==> src/rtl/ddr3_dly_pkg.sv <==
// Shared definitions for the DDR3 ODT IOD delay-line sequencer.
// Contents: tap width, gap-counter width, direction encodings and the
// sequencer state type.
package ddr3_dly_pkg;

  localparam int unsigned TAP_W = 8;
  localparam int unsigned GAP_W = 4;

  localparam logic DIR_INC = 1'b1;
  localparam logic DIR_DEC = 1'b0;

  typedef enum logic [2:0] {
    ST_INIT_LOAD,
    ST_IDLE,
    ST_LOAD,
    ST_LOAD_WAIT,
    ST_SETUP,
    ST_MOVE,
    ST_GAP,
    ST_FIN
  } dly_state_t;

endpackage

==> src/rtl/ddr3_dly_gap_cnt.sv <==
// Idle-gap down-counter used to space delay-line pulses.
// Ports:
//   clk      in  clock, rising edge
//   rst      in  synchronous reset, active-high (count -> 0)
//   load     in  load load_val (has priority over dec)
//   dec      in  decrement, saturating at zero
//   load_val in  GAP_W-bit reload value
//   zero     out count is zero
module ddr3_dly_gap_cnt
  import ddr3_dly_pkg::*;
(
  input  logic             clk,
  input  logic             rst,
  input  logic             load,
  input  logic             dec,
  input  logic [GAP_W-1:0] load_val,
  output logic             zero
);

  logic [GAP_W-1:0] cnt;

  always_ff @(posedge clk) begin
    if (rst) begin
      cnt <= '0;
    end else if (load) begin
      cnt <= load_val;
    end else if (dec && (cnt != '0)) begin
      cnt <= cnt - 1'b1;
    end
  end

  assign zero = (cnt == '0);

endmodule

==> src/rtl/ddr3_odt_dly_ctrl.sv <==
// Sequencer for the dynamic TX delay line of the DDR3 ODT output IOD lane.
// Converts "go to tap N" and "reload" requests into spaced LOAD / MOVE /
// DIRECTION pulses, tracks the current tap and stops on OUT_OF_RANGE.
// Ports:
//   FAB_CLK                 in  fabric clock
//   SYNC_RST                in  synchronous reset, active-high
//   LOAD_REQ                in  reload delay line to INIT_TAP
//   REQ_VALID / REQ_READY   in/out tap request handshake
//   REQ_TAP                 in  target tap
//   BUSY, DONE, ERR         out sequence status (ERR sticky)
//   CUR_TAP                 out tap currently held by the delay line
//   DELAY_LINE_MOVE/DIRECTION/LOAD out to IOD
//   DELAY_LINE_OUT_OF_RANGE in  from IOD
module ddr3_odt_dly_ctrl
  import ddr3_dly_pkg::*;
#(
  parameter logic [TAP_W-1:0] INIT_TAP = 8'd1,
  parameter logic [TAP_W-1:0] MAX_TAP  = 8'd127,
  parameter int unsigned      MOVE_GAP = 4,
  parameter int unsigned      LOAD_GAP = 4
) (
  input  logic             FAB_CLK,
  input  logic             SYNC_RST,
  input  logic             LOAD_REQ,
  input  logic             REQ_VALID,
  output logic             REQ_READY,
  input  logic [TAP_W-1:0] REQ_TAP,
  output logic             BUSY,
  output logic             DONE,
  output logic             ERR,
  output logic [TAP_W-1:0] CUR_TAP,
  output logic             DELAY_LINE_MOVE,
  output logic             DELAY_LINE_DIRECTION,
  output logic             DELAY_LINE_LOAD,
  input  logic             DELAY_LINE_OUT_OF_RANGE
);

  // Counter is reloaded with GAP-1 so the zero flag marks the last gap cycle.
  localparam logic [GAP_W-1:0] MOVE_RELOAD = GAP_W'(MOVE_GAP - 1);
  localparam logic [GAP_W-1:0] LOAD_RELOAD = GAP_W'(LOAD_GAP - 1);

  dly_state_t       state;
  logic             rst_q;     // high for the cycle(s) after a reset edge
  logic [TAP_W-1:0] target;
  logic             dir_q;
  logic             err_q;
  logic             cnt_load;
  logic             cnt_dec;
  logic [GAP_W-1:0] cnt_val;
  logic             cnt_zero;
  logic             active;

  ddr3_dly_gap_cnt u_gap_cnt (
    .clk      (FAB_CLK),
    .rst      (SYNC_RST),
    .load     (cnt_load),
    .dec      (cnt_dec),
    .load_val (cnt_val),
    .zero     (cnt_zero)
  );

  always_comb begin
    cnt_load = 1'b0;
    cnt_dec  = 1'b0;
    cnt_val  = '0;
    case (state)
      ST_INIT_LOAD: begin
        if (!rst_q) begin
          cnt_load = 1'b1;
          cnt_val  = LOAD_RELOAD;
        end
      end
      ST_LOAD: begin
        cnt_load = 1'b1;
        cnt_val  = LOAD_RELOAD;
      end
      ST_MOVE: begin
        cnt_load = 1'b1;
        cnt_val  = MOVE_RELOAD;
      end
      ST_LOAD_WAIT, ST_GAP: cnt_dec = 1'b1;
      default: ;
    endcase
  end

  always_ff @(posedge FAB_CLK) begin
    if (SYNC_RST) begin
      state   <= ST_INIT_LOAD;
      rst_q   <= 1'b1;
      CUR_TAP <= INIT_TAP;
      target  <= INIT_TAP;
      dir_q   <= DIR_DEC;
      err_q   <= 1'b0;
    end else begin
      rst_q <= 1'b0;
      case (state)
        // Held here while rst_q is still set so the LOAD pulse lands on the
        // first cycle with outputs enabled.
        ST_INIT_LOAD: if (!rst_q) state <= ST_LOAD_WAIT;
        ST_IDLE: begin
          if (LOAD_REQ) begin
            state <= ST_LOAD;
          end else if (REQ_VALID) begin
            target <= REQ_TAP;
            dir_q  <= (REQ_TAP > CUR_TAP) ? DIR_INC : DIR_DEC;
            err_q  <= (REQ_TAP > MAX_TAP);
            if ((REQ_TAP > MAX_TAP) || (REQ_TAP == CUR_TAP)) begin
              state <= ST_FIN;
            end else begin
              state <= ST_SETUP;
            end
          end
        end
        ST_LOAD: begin
          CUR_TAP <= INIT_TAP;
          err_q   <= 1'b0;
          state   <= ST_LOAD_WAIT;
        end
        ST_LOAD_WAIT: if (cnt_zero) state <= ST_FIN;
        ST_SETUP:     state <= ST_MOVE;
        ST_MOVE: begin
          CUR_TAP <= (dir_q == DIR_INC) ? CUR_TAP + 1'b1 : CUR_TAP - 1'b1;
          state   <= ST_GAP;
        end
        ST_GAP: begin
          if (cnt_zero) begin
            if (DELAY_LINE_OUT_OF_RANGE) begin
              // The IOD refused the last step: undo it.
              CUR_TAP <= (dir_q == DIR_INC) ? CUR_TAP - 1'b1 : CUR_TAP + 1'b1;
              err_q   <= 1'b1;
              state   <= ST_FIN;
            end else if (CUR_TAP == target) begin
              state <= ST_FIN;
            end else begin
              state <= ST_MOVE;
            end
          end
        end
        ST_FIN:  state <= ST_IDLE;
        default: state <= ST_INIT_LOAD;
      endcase
    end
  end

  // All status/strobe outputs are forced low for the cycle following a reset edge.
  assign active               = ~rst_q;
  assign REQ_READY            = active & (state == ST_IDLE);
  assign BUSY                 = active & (state != ST_IDLE);
  assign DONE                 = active & (state == ST_FIN);
  assign ERR                  = active & err_q;
  assign DELAY_LINE_MOVE      = active & (state == ST_MOVE);
  assign DELAY_LINE_LOAD      = active & ((state == ST_INIT_LOAD) | (state == ST_LOAD));
  assign DELAY_LINE_DIRECTION = active & dir_q;

endmodule
==> config.mk <==
export PLATFORM = sky130hd
export DESIGN_NAME = ddr3_odt_dly_ctrl
export DESIGN_NICKNAME = d
export VERILOG_FILES = /design/src/rtl/ddr3_dly_pkg.sv /design/src/rtl/ddr3_dly_gap_cnt.sv /design/src/rtl/ddr3_odt_dly_ctrl.sv
export SDC_FILE = /design/constraint.sdc
export NUM_CORES = 1
export LEC_CHECK = 0
export ABC_AREA = 1
export CORE_MARGIN = 3
export CORE_UTILIZATION = 40
export CTS_CLUSTER_SIZE = 30
export DETAILED_ROUTE_END_ITERATION = 16
export PLACE_DENSITY = 0.68
export REMOVE_ABC_BUFFERS = 1
export SETUP_SLACK_MARGIN = 0.2
export SLEW_MARGIN = 20
export SYNTH_ARGS = -nofsm -noshare
export SYNTH_HDL_FRONTEND = slang
export SYNTH_SLANG_ARGS = --single-unit
==> constraint.sdc <==
create_clock -name FAB_CLK -period 4.03 [get_ports FAB_CLK]
set_input_delay 1.0075 -clock FAB_CLK [delete_from_list [all_inputs] [get_ports FAB_CLK]]
set_output_delay 1.0075 -clock FAB_CLK [all_outputs]
set_load 0.03 [all_outputs]
==> results <==
- The worst slew margin relative to its limit is 66.9%.
- The die covers ~5500 um^2.
- The relative area change from synthesis to final layout is 19.4%.
- The run finished with clean final reports.
- The leakage power is roughly 1 nW.
- The clock drives 26 sinks.
- For this run, asynchronously set or reset flops after synthesis account for 0%.
- After synthesis the cells add up to ~1900 um^2.
- The final count of pins violating max slew is 0.
- Setup slack on the critical path of the routed design comes to approximately 1.1 ns.
- The die boundary height is 74.4 um.
- The maximum achievable frequency is approximately 0.34 GHz.
- Cells with a size suffix above 1 make up 9.18% of the layout.
- Before antenna repair, the detailed router went through 4 iterations.
- After synthesis the netlist holds a flip-flop and latch count of 26.
- The number of flops mapped to enable cells by yosys is 0.
- Data on the critical path arrives at its endpoint at a little under 2 ns.
- By area the synthesized netlist is led by sky130_fd_sc_hd__dfxtp_1, sky130_fd_sc_hd__nand2_1, sky130_fd_sc_hd__nor2_1.
- For the pin with the worst max-slew slack, the measured transition is a little under 0.5 ns.
- The clock period minus worst slack is ~3.0 ns.
- The critical setup path kind is reg2out.
- The worst-case setup slack after placement is 1.39 ns.
- The largest net degree at the start of global routing is 18.
- The post-synthesis compound-gate area fraction is a little under a fifth.
- Setup repair after global routing left no endpoint under its margin.
- The count of buffers added by post-CTS timing repair for setup is 0.
- The number of nets in the finished design is 330.
- The total congestion overflow after global routing is 0.
- The repair_antennas step left the layout with diodes totalling 0.
- Across the run, the number of max-cap violations was 0.
- In this run the most critical hold path is launched from err_q$_SDFFE_PP0P_.
- The aggregate negative setup slack is 0 ns.
- Counting distinct cell types in the post-synthesis netlist gives 30.
- After layout, the design draws a total of about 0.0017 W.
- The dominant delay contributor by cell family on the critical path is buffers and inverters.
- The initial detailed-routing violation count is 72.
- For the worst setup path, the data required time is approximately 3.0 ns.
- The most used flip-flop cell after synthesis is sky130_fd_sc_hd__dfxtp_1.
- The delay of the slowest critical-path stage is roughly 0.7 ns.
- The via count is 1,815.
- TritonCTS built the clock tree.
- The leading area contributor after synthesis is sky130_fd_sc_hd__dfxtp_1.
- Across the routed clock network, the largest skew measured is roughly 0.0011 ns.
- In this run the critical register-to-register path is launched from CUR_TAP[6]$_SDFFE_PP0P_.
- The post-detailed-route via-to-cell ratio is 5.08.
- The signal on the critical path passes through inv_1, nor4_1, clkdlybuf4s50_1.
- The min-delay analysis places its worst path in the category reg2reg.
- The number of buffers and inverters on the critical path is 2.
- Sequential elements use 27.8% of the synthesized area.
- The combinational family with the most area after synthesis is simple AND/OR/NAND/NOR gates.
- Gates resized during post-CTS repair numbered 0.
- Hold timing on the final database bottoms out at a slack of 0.465 ns.
- The total wire length after detailed routing is ~4300 um.
- The routed wire length per instance is around 12 um.
- The worst setup path is launched from a register.
- Summed over all nets, the half-perimeter wirelength after detailed placement is between 3000 and 4000 um.
- The share of cell area taken by muxes after synthesis is 0%.
- The origin of the worst setup path is state[2]$_SDFFE_PP0P_.
- The worst hold path was traced through 2 stages.
- The later pin in the worst-skew pair is clocked with a latency of approximately 0.28 ns.
- The largest driver fanout on the critical path is 7.
- In this run the remaining antenna-violating nets after routing total 0.
- The number of warning messages in the yosys log is 0.
- The maximum ir drop on the vdd rail is about 340 uV.
- The reg-to-reg endpoint is state[1]$_SDFFE_PP0P_.
- The category of the worst setup path capture point is a primary output.
- For this run, the total global-route usage over all layers was measured as 17.0%.
- The wire length of the first global-routing pass is between 7000 and 8000 um.
- In the post-synthesis netlist, the cell with the most instances is sky130_fd_sc_hd__nand2_1.
- The placement row count is 24.
- Input and output buffers added on the ports amount to 27.
- For this run, design rule violations remaining after detail routing come to 0.
- The final hold violation count is 0.
- The number of endpoints failing setup at the final stage is 0.
- At the end of routability-driven placement, the weighted congestion stood at 0.871.
- The number of buffers inserted for hold repair after clock tree synthesis is 0.
- The initial antenna violation count is 0.
- The critical path's slowest cell is sky130_fd_sc_hd__clkdlybuf4s50_1.
- The placeable core area is between 4000 and 5000 um^2.
- The synthesized netlist devotes under 10% of its cell area to XOR and XNOR gates.
- The root buffer cell chosen for the clock tree is sky130_fd_sc_hd__clkbuf_8.
- Of the available clock period, the critical path in the final layout requires between 70 and 80%.
- In this run the biggest area consumer among cell types represents 27.8% of the synthesized area.
- The depth of the worst register-to-register path is 10.
- The via count of the first global-routing pass is approximately 1,600.
- The adder and majority cell fraction of the synthesized area is between 7 and 8%.
- In this run the power density over the cells is ~750 nW/um^2.
- The die is about 74 um wide.
- The flop-to-flop setup slack is 2.29 ns.
- The number of H-tree branching levels is 1.
- The number of CTS-inserted buffers is 3.
- The fraction of the mapped netlist area in simple logic gates is 30.3%.
- The starting density of the core is a little over two fifths.
- The count of pins on the block boundary is 28.
- The path with the worst hold slack has its endpoint at err_q$_SDFFE_PP0P_.
- The clock transition at the registers of the reported paths is roughly 0.090 ns.
- The longest clock path from root to sink contains 2 buffers.
- By count the netlist is led by sky130_fd_sc_hd__nand2_1, sky130_fd_sc_hd__nor2_1, sky130_fd_sc_hd__inv_1.
- The gate count of the mapped netlist is 280.
- Dividing the synthesized area by the synthesized cell count gives approximately 6.7 um^2.
[power by group]
part / total (W) / switching [W] / leakage [nW] / internal (W)
registers: 0.000492 / 0.000147 / 0.213 / 0.000345
logic: 0.00101 / 0.000613 / 0.752 / 0.000398
clock network: 0.000176 / 0.0000882 / 0.0288 / 0.0000876
[worst max path at each step]
stage	end	cells past startpoint	slack, ns
3_3_place_gp	DONE	3	1.42
5_1_grt	DONE	3	0.94
4_1_cts	DONE	3	1.07
3_5_place_dp	DONE	3	1.39
6_report	DONE	3	1.07
2_1_floorplan	DONE	2	1.42
[cell type report]
cell class / count / area, um^2
fill: 467 / 2210
tap: 52 / 65.1
clock buffer: 4 / 55.1
sequential: 26 / 520
inverter: 41 / 158
multi-input combinational: 207 / 1170
timing repair buffer: 27 / 270
[kinds of logic after synthesis]
logic type,Yosys count
AO/OA/AOI/OAI,60
XOR/XNOR,14
adder cells (fa/ha/maj),11
buffers and inverters,47
flip-flops,26
AND/OR/NAND/NOR,122
[layout by cell type, fill, tap and decap left out, drive strengths merged]
cell type,instances
dfxtp,26
a21oi,26
inv,40
clkbuf,4
nand2,55
nand3,17
o22ai,2
o21ai,29
xnor2,8
nor3,4
o211ai,3
nand4,3
ha,11
nor2,42
xor2,6
clkinv,1
nor4,1
clkdlybuf4s50,27
[flip-flops by register name, summed over array words and instances (netlist names)]
register / flops
u_gap_cnt.cnt: 4
state: 3
dir_q: 1
rst_q: 1
target: 8
CUR_TAP: 8
err_q: 1
[through the flow]
step	util (%)	area, um^2	std cells
detailed placement	49.1	2180	353
finish	50.3	2240	357
global route	50.3	2240	357
CTS	50.3	2240	357
floorplan	-	1850	274
global placement	49.1	2180	353
[worst reg2reg max path: stages, from the launching register on]
cell,delay [ns]
sky130_fd_sc_hd__dfxtp_1,0.53
sky130_fd_sc_hd__inv_1,0.15
sky130_fd_sc_hd__ha_1,0.31
sky130_fd_sc_hd__nand2_1,0.05
sky130_fd_sc_hd__nor2_1,0.12
sky130_fd_sc_hd__nand4_1,0.13
sky130_fd_sc_hd__nand2_1,0.11
sky130_fd_sc_hd__nor2_1,0.04
sky130_fd_sc_hd__nor2_1,0.08
sky130_fd_sc_hd__nand2_1,0.06
sky130_fd_sc_hd__a21oi_1,0.10
[metal layers]
metal | track usage (%) | vias to the layer above | part of all wire (%)
met5 | 0 | - | 0
met4 | 5.53 | 0 | 1.5
met3 | 2.03 | 5 | 3.4
met2 | 26.3 | 35 | 45
met1 | 24.6 | 816 | 50
li1 | - | 959 | -
Power figures use the tool's default switching activity.
